[src/rtl/telestrat_audio_pkg.sv]
// telestrat_audio_pkg: shared mode/state types and stereo-select decode for the PSG mixer
package telestrat_audio_pkg;
  typedef enum logic [1:0] {MONO, ABC, ACB} stereo_mode_e;
  typedef enum logic [1:0] {RUN, FADE_OUT, SWITCH, FADE_IN} mix_state_e;
  function automatic stereo_mode_e decode_mode(input logic [1:0] stereo);
    return stereo == 2'b01 ? ABC : stereo == 2'b10 ? ACB : MONO;
  endfunction
endpackage

[src/rtl/audio_lpf.sv]
// audio_lpf: one-pole low-pass y += (x - y) >>> SHIFT, updating only when en is high
module audio_lpf #(
  parameter int SHIFT = 2
) (
  input  logic        clk_sys,
  input  logic        reset,
  input  logic        en,
  input  logic [15:0] x,
  output logic [15:0] y
);
  logic [15:0] y_q, y_d;
  logic signed [16:0] diff, step;
  // step always lies between 0 and x - y, so the sum stays inside 16 bits
  always_comb begin
    diff = $signed({1'b0, x}) - $signed({1'b0, y_q});
    step = diff >>> SHIFT;
    y_d = en ? y_q + 16'(step) : y_q;
  end
  always_ff @(posedge clk_sys)
    if (reset) y_q <= '0;
    else y_q <= y_d;
  assign y = y_q;
endmodule

[src/rtl/psg_stereo_mixer.sv]
// psg_stereo_mixer: registered PSG stereo mix with click-free mode fades and per-channel low-pass
module psg_stereo_mixer
  import telestrat_audio_pkg::*;
#(
  parameter int FADE_BITS = 4,
  parameter int LPF_SHIFT = 2
) (
  input  logic        clk_sys,
  input  logic        reset,
  input  logic        ce_sample,
  input  logic [7:0]  psg_a,
  input  logic [7:0]  psg_b,
  input  logic [7:0]  psg_c,
  input  logic [9:0]  psg_mono,
  input  logic [1:0]  stereo,
  output logic [15:0] audio_l,
  output logic [15:0] audio_r,
  output logic        audio_valid
);
  localparam int PW = 17 + FADE_BITS;
  localparam logic [FADE_BITS:0] GMAX = {1'b1, {FADE_BITS{1'b0}}};
  stereo_mode_e mode_q, mode_d, req_mode;
  mix_state_e state_q, state_d;
  logic [FADE_BITS:0] gain_q, gain_d, gain_s_q;
  logic [9:0] a10, b10, c10, raw_l_d, raw_r_d, raw_l_q, raw_r_q;
  logic s1_q, valid_q;
  logic [15:0] scaled_l, scaled_r;
  function automatic logic [15:0] scale(input logic [9:0] raw, input logic [FADE_BITS:0] g);
    logic [PW-1:0] p;
    p = (PW'({raw, 6'b0}) * PW'(g)) >> FADE_BITS;
    return |p[PW-1:16] ? 16'hFFFF : p[15:0];
  endfunction
  always_comb begin
    a10 = {2'b0, psg_a};
    b10 = {2'b0, psg_b};
    c10 = {2'b0, psg_c};
    req_mode = decode_mode(stereo);
    raw_l_d = mode_q == ABC ? a10 + b10 : mode_q == ACB ? a10 + c10 : psg_mono;
    raw_r_d = mode_q == MONO ? psg_mono : c10 + b10;
    scaled_l = scale(raw_l_q, gain_s_q);
    scaled_r = scale(raw_r_q, gain_s_q);
  end
  // fade FSM; a reversal in FADE_IN turns around from the current gain
  always_comb begin
    state_d = state_q;
    gain_d = gain_q;
    mode_d = mode_q;
    if (ce_sample)
      case (state_q)
        RUN: state_d = req_mode != mode_q ? FADE_OUT : RUN;
        FADE_OUT:
          if (gain_q == '0) state_d = SWITCH;
          else gain_d = gain_q - 1'b1;
        SWITCH: begin
          mode_d = req_mode;
          state_d = FADE_IN;
        end
        default:
          if (req_mode != mode_q) begin
            state_d = FADE_OUT;
            gain_d = gain_q == '0 ? gain_q : gain_q - 1'b1;
          end else if (gain_q == GMAX) state_d = RUN;
          else gain_d = gain_q + 1'b1;
      endcase
  end
  always_ff @(posedge clk_sys)
    if (reset) begin
      mode_q <= req_mode;
      state_q <= FADE_IN;
      gain_q <= '0;
      gain_s_q <= '0;
      raw_l_q <= '0;
      raw_r_q <= '0;
      s1_q <= 1'b0;
      valid_q <= 1'b0;
    end else begin
      mode_q <= mode_d;
      state_q <= state_d;
      gain_q <= gain_d;
      s1_q <= ce_sample;
      valid_q <= s1_q;
      if (ce_sample) begin
        raw_l_q <= raw_l_d;
        raw_r_q <= raw_r_d;
        gain_s_q <= gain_q;
      end
    end
  audio_lpf #(.SHIFT(LPF_SHIFT)) u_lpf_l (
    .clk_sys(clk_sys), .reset(reset), .en(s1_q), .x(scaled_l), .y(audio_l)
  );
  audio_lpf #(.SHIFT(LPF_SHIFT)) u_lpf_r (
    .clk_sys(clk_sys), .reset(reset), .en(s1_q), .x(scaled_r), .y(audio_r)
  );
  assign audio_valid = valid_q;
endmodule

[config.mk]
export PLATFORM = sky130hd
export DESIGN_NAME = psg_stereo_mixer
export DESIGN_NICKNAME = d
export VERILOG_FILES = /design/src/rtl/telestrat_audio_pkg.sv /design/src/rtl/audio_lpf.sv /design/src/rtl/psg_stereo_mixer.sv
export SDC_FILE = /design/constraint.sdc
export NUM_CORES = 1
export LEC_CHECK = 0
export BUFFER_PORTS_ARGS = -buffer_cell sky130_fd_sc_hd__buf_2
export CORE_MARGIN = 2
export CORE_UTILIZATION = 40
export CTS_CLUSTER_DIAMETER = 40
export DETAILED_ROUTE_END_ITERATION = 12
export MAX_ROUTING_LAYER = met4
export PLACE_DENSITY = 0.63
export SKIP_CTS_REPAIR_TIMING = 1
export SLEW_MARGIN = 20
export SYNTH_ARGS = -nofsm -noshare
export SYNTH_HDL_FRONTEND = slang
export SYNTH_SLANG_ARGS = --single-unit
[constraint.sdc]
create_clock -name clk_sys -period 8.35 [get_ports clk_sys]
set_input_delay 0.835 -clock clk_sys [delete_from_list [all_inputs] [get_ports clk_sys]]
set_output_delay 0.835 -clock clk_sys [all_outputs]
set_load 0.01 [all_outputs]
# After elaboration in Yosys (flattened, before gate mapping)
# Index checks and enable logic that the tools add are counted.
[word_totals]
ff_bits = 68
output_inout_bits = 33
[op_classes]
eq_ne = 10
bitwise = 1
n_reduce_logical = 10
addsub = 9
multipliers = 2
muxes = 19
[ops]
columns = ["cell", "count"]
rows = [
  ["16-bit by 16-bit subtractor with 17-bit output", 2],
  ["16-bit adder", 2],
  ["16-bit 2-to-1 mux", 2],
  ["10-bit by 5-bit multiplier with 15-bit output", 2],
  ["10-bit 2-to-1 mux", 3],
  ["8-bit by 8-bit adder with 9-bit output", 3],
  ["2-bit 2-to-1 mux", 8],
  ["5-bit 2-to-1 mux", 3],
  ["5-bit case mux with 2 select lines", 1],
  ["2-bit by 1-bit equality test with 1-bit output (second input constant)", 3],
  ["2-bit equality test (second input constant)", 3],
  ["2-bit case mux with 3 select lines", 1],
  ["3-bit AND reduction", 2],
  ["5-bit by 1-bit adder with 5-bit output (second input constant)", 1],
  ["5-bit equality test (second input constant)", 1],
  ["5-bit logical NOT", 1],
  ["5-bit nonzero test", 1],
  ["5-bit by 1-bit subtractor with 5-bit output (second input constant)", 1],
  ["2-bit logical NOT", 2],
  ["2-bit nonzero test", 2],
  ["3-bit by 2-bit != test with 1-bit output (second input constant)", 1],
  ["2-bit != test", 1],
  ["2-bit != test (second input constant)", 1],
  ["2-bit AND reduction", 1],
  ["other kinds (3)", 3],
]

# Longest topological paths before layout
[logic_depth]
word_depth = 6
depth_mapped = 38

# Modules after synthesis
# A second synthesis with hierarchy kept.
[unflattened]
hier_cells = 1244
hier_area_um2 = 10015.9
[modules_own_cells]
columns = ["module", "cells_each", "seq_area_each_um2", "area_each_um2", "n_inst"]
rows = [
  ["psg_stereo_mixer", 760, 740.7, 6064.6, 1],
  ["audio_lpf", 242, 320.3, 1975.6, 2],
]

# Worst setup path after synthesis
# Ideal clock, no wire load.
[synth_timing]
path_type = "register -> register"
start = "reg gain_s_q[4]"
end = "reg u_lpf_l.y_q[14] (netlist: u_lpf_l.y[14])"
stages_incl_launch_ff = 36
period_less_slack_ps = 7956
setup_ps = 106
n_path_buf = 2
arrival_ps = 7851
slack_ps = 394
cell_sequence = "dfxtp_1 clkbuf_1 nand2_1 fa_1 fa_1 fa_1 inv_1 ha_1 a21o_1 a21oi_1 o211a_1 o21ai_0 xnor2_1 clkbuf_1 inv_1 ha_1 nand2b_1 a2111oi_0 o21ai_1 nand3_2 or2b_1 and2_1 o21a_1 nor2_1 ha_1 a21o_1 a21oi_1 o21bai_1 a21oi_1 nor2b_1 o21a_1 o31a_1 o41ai_1 o21ai_0 or3_1 o311ai_0"
[synth_between]
elab_chain_cells = 4
[synth_lines]
columns = ["item", "line", "rtl"]
rows = [
  ["start, declared", "psg_stereo_mixer.sv:24", "logic [FADE_BITS:0] gain_q, gain_d, gain_s_q;"],
  ["start signal, assigned", "psg_stereo_mixer.sv:85", "gain_s_q <= gain_q;"],
  ["10-bit by 5-bit multiplier with 15-bit output", "psg_stereo_mixer.sv:30", "p = (PW'({raw, 6'b0}) * PW'(g)) >> FADE_BITS;"],
  ["16-bit 2-to-1 mux", "psg_stereo_mixer.sv:31", "return |p[PW-1:16] ? 16'hFFFF : p[15:0];"],
  ["16-bit by 16-bit subtractor with 17-bit output", "audio_lpf.sv:15", "diff = $signed({1'b0, x}) - $signed({1'b0, y_q});"],
  ["16-bit adder", "audio_lpf.sv:17", "y_d = en ? y_q + 16'(step) : y_q;"],
  ["end signal, assigned", "audio_lpf.sv:21", "else y_q <= y_d;"],
  ["end, declared", "audio_lpf.sv:11", "logic [15:0] y_q, y_d;"],
]
# No other way between the ends.
# A chain may end at the register's enable or synchronous reset.

# Final worst setup path
[layout_timing]
start = "reg gain_s_q[4]"
end = "reg u_lpf_r.y_q[15] (netlist: u_lpf_r.y[15])"
[layout_between]
elab_chain_cells = 4
[layout_lines]
columns = ["item", "line"]
rows = [
  ["10-bit by 5-bit multiplier with 15-bit output", "psg_stereo_mixer.sv:30"],
  ["16-bit 2-to-1 mux", "psg_stereo_mixer.sv:31"],
  ["16-bit by 16-bit subtractor with 17-bit output", "audio_lpf.sv:15"],
  ["16-bit adder", "audio_lpf.sv:17"],
  ["end signal, assigned", "audio_lpf.sv:21"],
  ["end, declared", "audio_lpf.sv:11"],
]
# No other way between the ends.

==> impl_metrics.env <==
export IMPL_relSlewSlack_pct=33.9
export IMPL_worstSetupPathType="register to register"
export IMPL_cpMaxStageDelayCell="fa_1"
export IMPL_drv_cap=0
export IMPL_synth_top_area_share_pct=18.2
export IMPL_rows=55
export IMPL_critPathMaxFanout=18
export IMPL_drive_above_1_share_pct=9.74
export IMPL_pwr_density_cell_nw_per_um2=338
export IMPL_insertion_delay_ps=350
export IMPL_dieWidth_um=157
export IMPL_synth_cell_area_um2=9300
export IMPL_clock_sink_count=68
export IMPL_wire_per_inst_um=12.8
export IMPL_max_vdd_ir_drop_mv=0.150
export IMPL_yosysUniqueCellTypes=64
export IMPL_main_combinational_cell_family_by_area_after_synthesis="adder cells"
export IMPL_cts_clk_slew_worst_paths_ps=60
export IMPL_root_buffer_cell="clkbuf_16"
export IMPL_core_area_um2=22700
export IMPL_floorplan_initialDensity_pct=41.0
export IMPL_setup_violations=0
export IMPL_post_drt_via_cell_ratio=5.04
export IMPL_critPathMaxStageDelay_ps=560
export IMPL_fp_dieH_um=157
export IMPL_min_from="state_q[0]"
export IMPL_vias_in_the_first_global_route=7138
export IMPL_drt_first_pass_iters=5
export IMPL_crit_reg2reg_launch="gain_s_q[4]"
export IMPL_nets=1434
export IMPL_area_growth_pct=11.1
export IMPL_setup_worst_path_start="gain_s_q[4]"
export IMPL_hpwlAfterDp_um=15700
export IMPL_cts_htree_levels=3
export IMPL_synthMostInstantiatedCell="ha_1"
export IMPL_drt_iter0_drc=304
export IMPL_synth_compound_gate_area_share_pct=17.1
export IMPL_top_level_ports=72
export IMPL_critPathCaptureType="register"
export IMPL_type_of_the_most_critical_hold_path="register to register"
export IMPL_maximum_root_to_sink_buffer_count=2
export IMPL_final_antenna_net_count=0
export IMPL_synth_simple_gate_area_share_pct=19.4
export IMPL_drc=0
export IMPL_diodes=0
export IMPL_finalHoldViolCount=0
export IMPL_period_needed_ps=7770
export IMPL_route_vias_total=7538
export IMPL_tightest_slew_ps=988
export IMPL_cts_tree="done"
export IMPL_global_route_wire_length_before_repair_um=32700
export IMPL_synth_seq_cells=68
export IMPL_synth_top_cells_by_count="ha_1 (135), inv_1 (121), nor2_1 (104)"
export IMPL_required_ps=8590
export IMPL_cts_made_buffers=9
export IMPL_routed_wirelength_um=19200
export IMPL_slew_violations=0
export IMPL_synth_cells=1153
export IMPL_synth_adder_area_share_pct=29.6
export IMPL_antenna_found_initial=0
export IMPL_maximum_number_of_pins_on_one_net_before_global_route_repair=74
export IMPL_yosys_area_top_type="ha_1"
export IMPL_critPathLaunchType="register"
export IMPL_cp_buffers_inverters=3
export IMPL_asyncSetResetFlopFracSynth_pct=0
export IMPL_synth_edff_count=2
export IMPL_synth_warning_count=0
export IMPL_final_setup_skew_ps=10.3
export IMPL_power_leakage_nw=5.25
export IMPL_gpl_final_weighted_congestion=0.856
export IMPL_run_status="complete, no violations"
export IMPL_fillCellCount=2284
export IMPL_tns_ps=0
export IMPL_total_power_mw=3.50
export IMPL_groute_usage_overall_pct=16.6
export IMPL_post_route_cell_area_um2=10300
export IMPL_top_ff_cell_synth="dfxtp_1"
export IMPL_globalRoute_totalOverflow=0
export IMPL_fp_dieArea_um2=24500
export IMPL_synth_xor_area_share_pct=8.19
export IMPL_synth_area_top_cells="ha_1 (18%), dfxtp_1 (14%), fa_1 (11%)"
export IMPL_avgSynthCellArea_um2=8.07
export IMPL_hold_ws_ps=502
export IMPL_placement_cell_area_um2=9940
export IMPL_setup_repair_after_global_routing_missed_its_margin="no"
export IMPL_synth_sequential_area_ratio_pct=14.8
export IMPL_critPathTopFamily="compound AO/OA/AOI/OAI gates"
export IMPL_number_of_nets_produced_by_synthesis=1380
export IMPL_io_buffer_count=71
export IMPL_final_period_utilization_pct=93.0
export IMPL_muxShareOfSynthArea_pct=4.55
export IMPL_data_arrival_time_of_the_worst_path_ps=8010
export IMPL_fmax_ghz=0.129
## state kept, by name, indices dropped and copies added, names as in the netlist
name         count
u_lpf_l.y       16
u_lpf_r.y       16
raw_l_q         10
raw_r_q         10
gain_q           5
gain_s_q         5
mode_q           2
state_q          2
audio_valid      1
s1_q             1
## final cells by class
class | instances | area [µm²] | area share (%)
inverter | 121 | 454 | 4.40
timing repair buffer | 80 | 423 | 4.09
sequential | 68 | 1390 | 13.4
clock buffer | 10 | 229 | 2.22
tap | 285 | 357 | 3.45
multi-input combinational | 927 | 7370 | 71.4
clock inverter | 6 | 111 | 1.08
## power by group
| part | internal [mW] | total (mW) | leakage [nW] | switching [mW] |
|---|---|---|---|---|
| Sequential | 0.413 | 0.521 | 0.564 | 0.108 |
| Combinational | 1.22 | 2.53 | 4.52 | 1.31 |
| Clock | 0.292 | 0.447 | 0.163 | 0.154 |
| Total | 1.93 | 3.50 | 5.25 | 1.57 |
## worst reg2reg max path, delay by kind of cell, from the launching register on
kind	cells	cell delay, ps
buf+inv	3	340
xor+xnor	2	310
compound gates	16	3030
simple gates	7	1060
fa+ha+maj	6	2570
flops	1	370
## per-stage QoR
stage	instances	util [%]	worst slack (ps)
floorplan	1153	-	394
global placement	1481	43.8	210
detailed placement	1481	43.8	124
CTS	1497	45.3	95.7
global route	1497	45.5	14.6
finish	1497	45.5	582
## routing by layer
metal / track usage (%) / share of wire, % / routed length, µm / vias to the layer above
li1: - / - / - / 4007
met1: 23.1 / 52 / 10000 / 3414
met2: 25.8 / 44 / 8340 / 104
met3: 1.91 / 3.3 / 625 / 13
met4: 3.80 / 1.0 / 193 / 0
met5: - / 0 / 0 / -
## kinds of logic (layout without fill, tap and decap cells)
group           Yosys count  count (layout)
compound gates          238             238
simple gates            372             372
mux                      42              42
xor+xnor                 87              87
buf+inv                 158             217
fa+ha+maj               188             188
flops                    68              68
## placed cells by master (no fill, tap or decap), drive strengths merged, types with 26 or more instances in the layout
| cell type | synthesis | layout |
|---|---|---|
| a21o | 31 | 31 |
| a21oi | 75 | 75 |
| and2 | 73 | 73 |
| buf | 4 | 80 |
| dfxtp | 66 | 66 |
| fa | 53 | 53 |
| ha | 135 | 135 |
| inv | 121 | 122 |
| mux2i | 40 | 40 |
| nand2 | 97 | 97 |
| nor2 | 104 | 104 |
| nor2b | 26 | 26 |
| o21ai | 33 | 33 |
| xnor2 | 58 | 58 |
| xor2 | 29 | 29 |
## path summary, 6_finish.rpt
| kind | end | slack (ps) | cells after the start |
|---|---|---|---|
| max | u_lpf_r.y[15] | 580 | 34 |
| min | state_q[0] | 500 | 1 |
| max reg2reg | u_lpf_r.y[15] | 580 | 34 |
| min reg2reg | state_q[0] | 500 | 1 |
(Power assumes the default switching activity.)
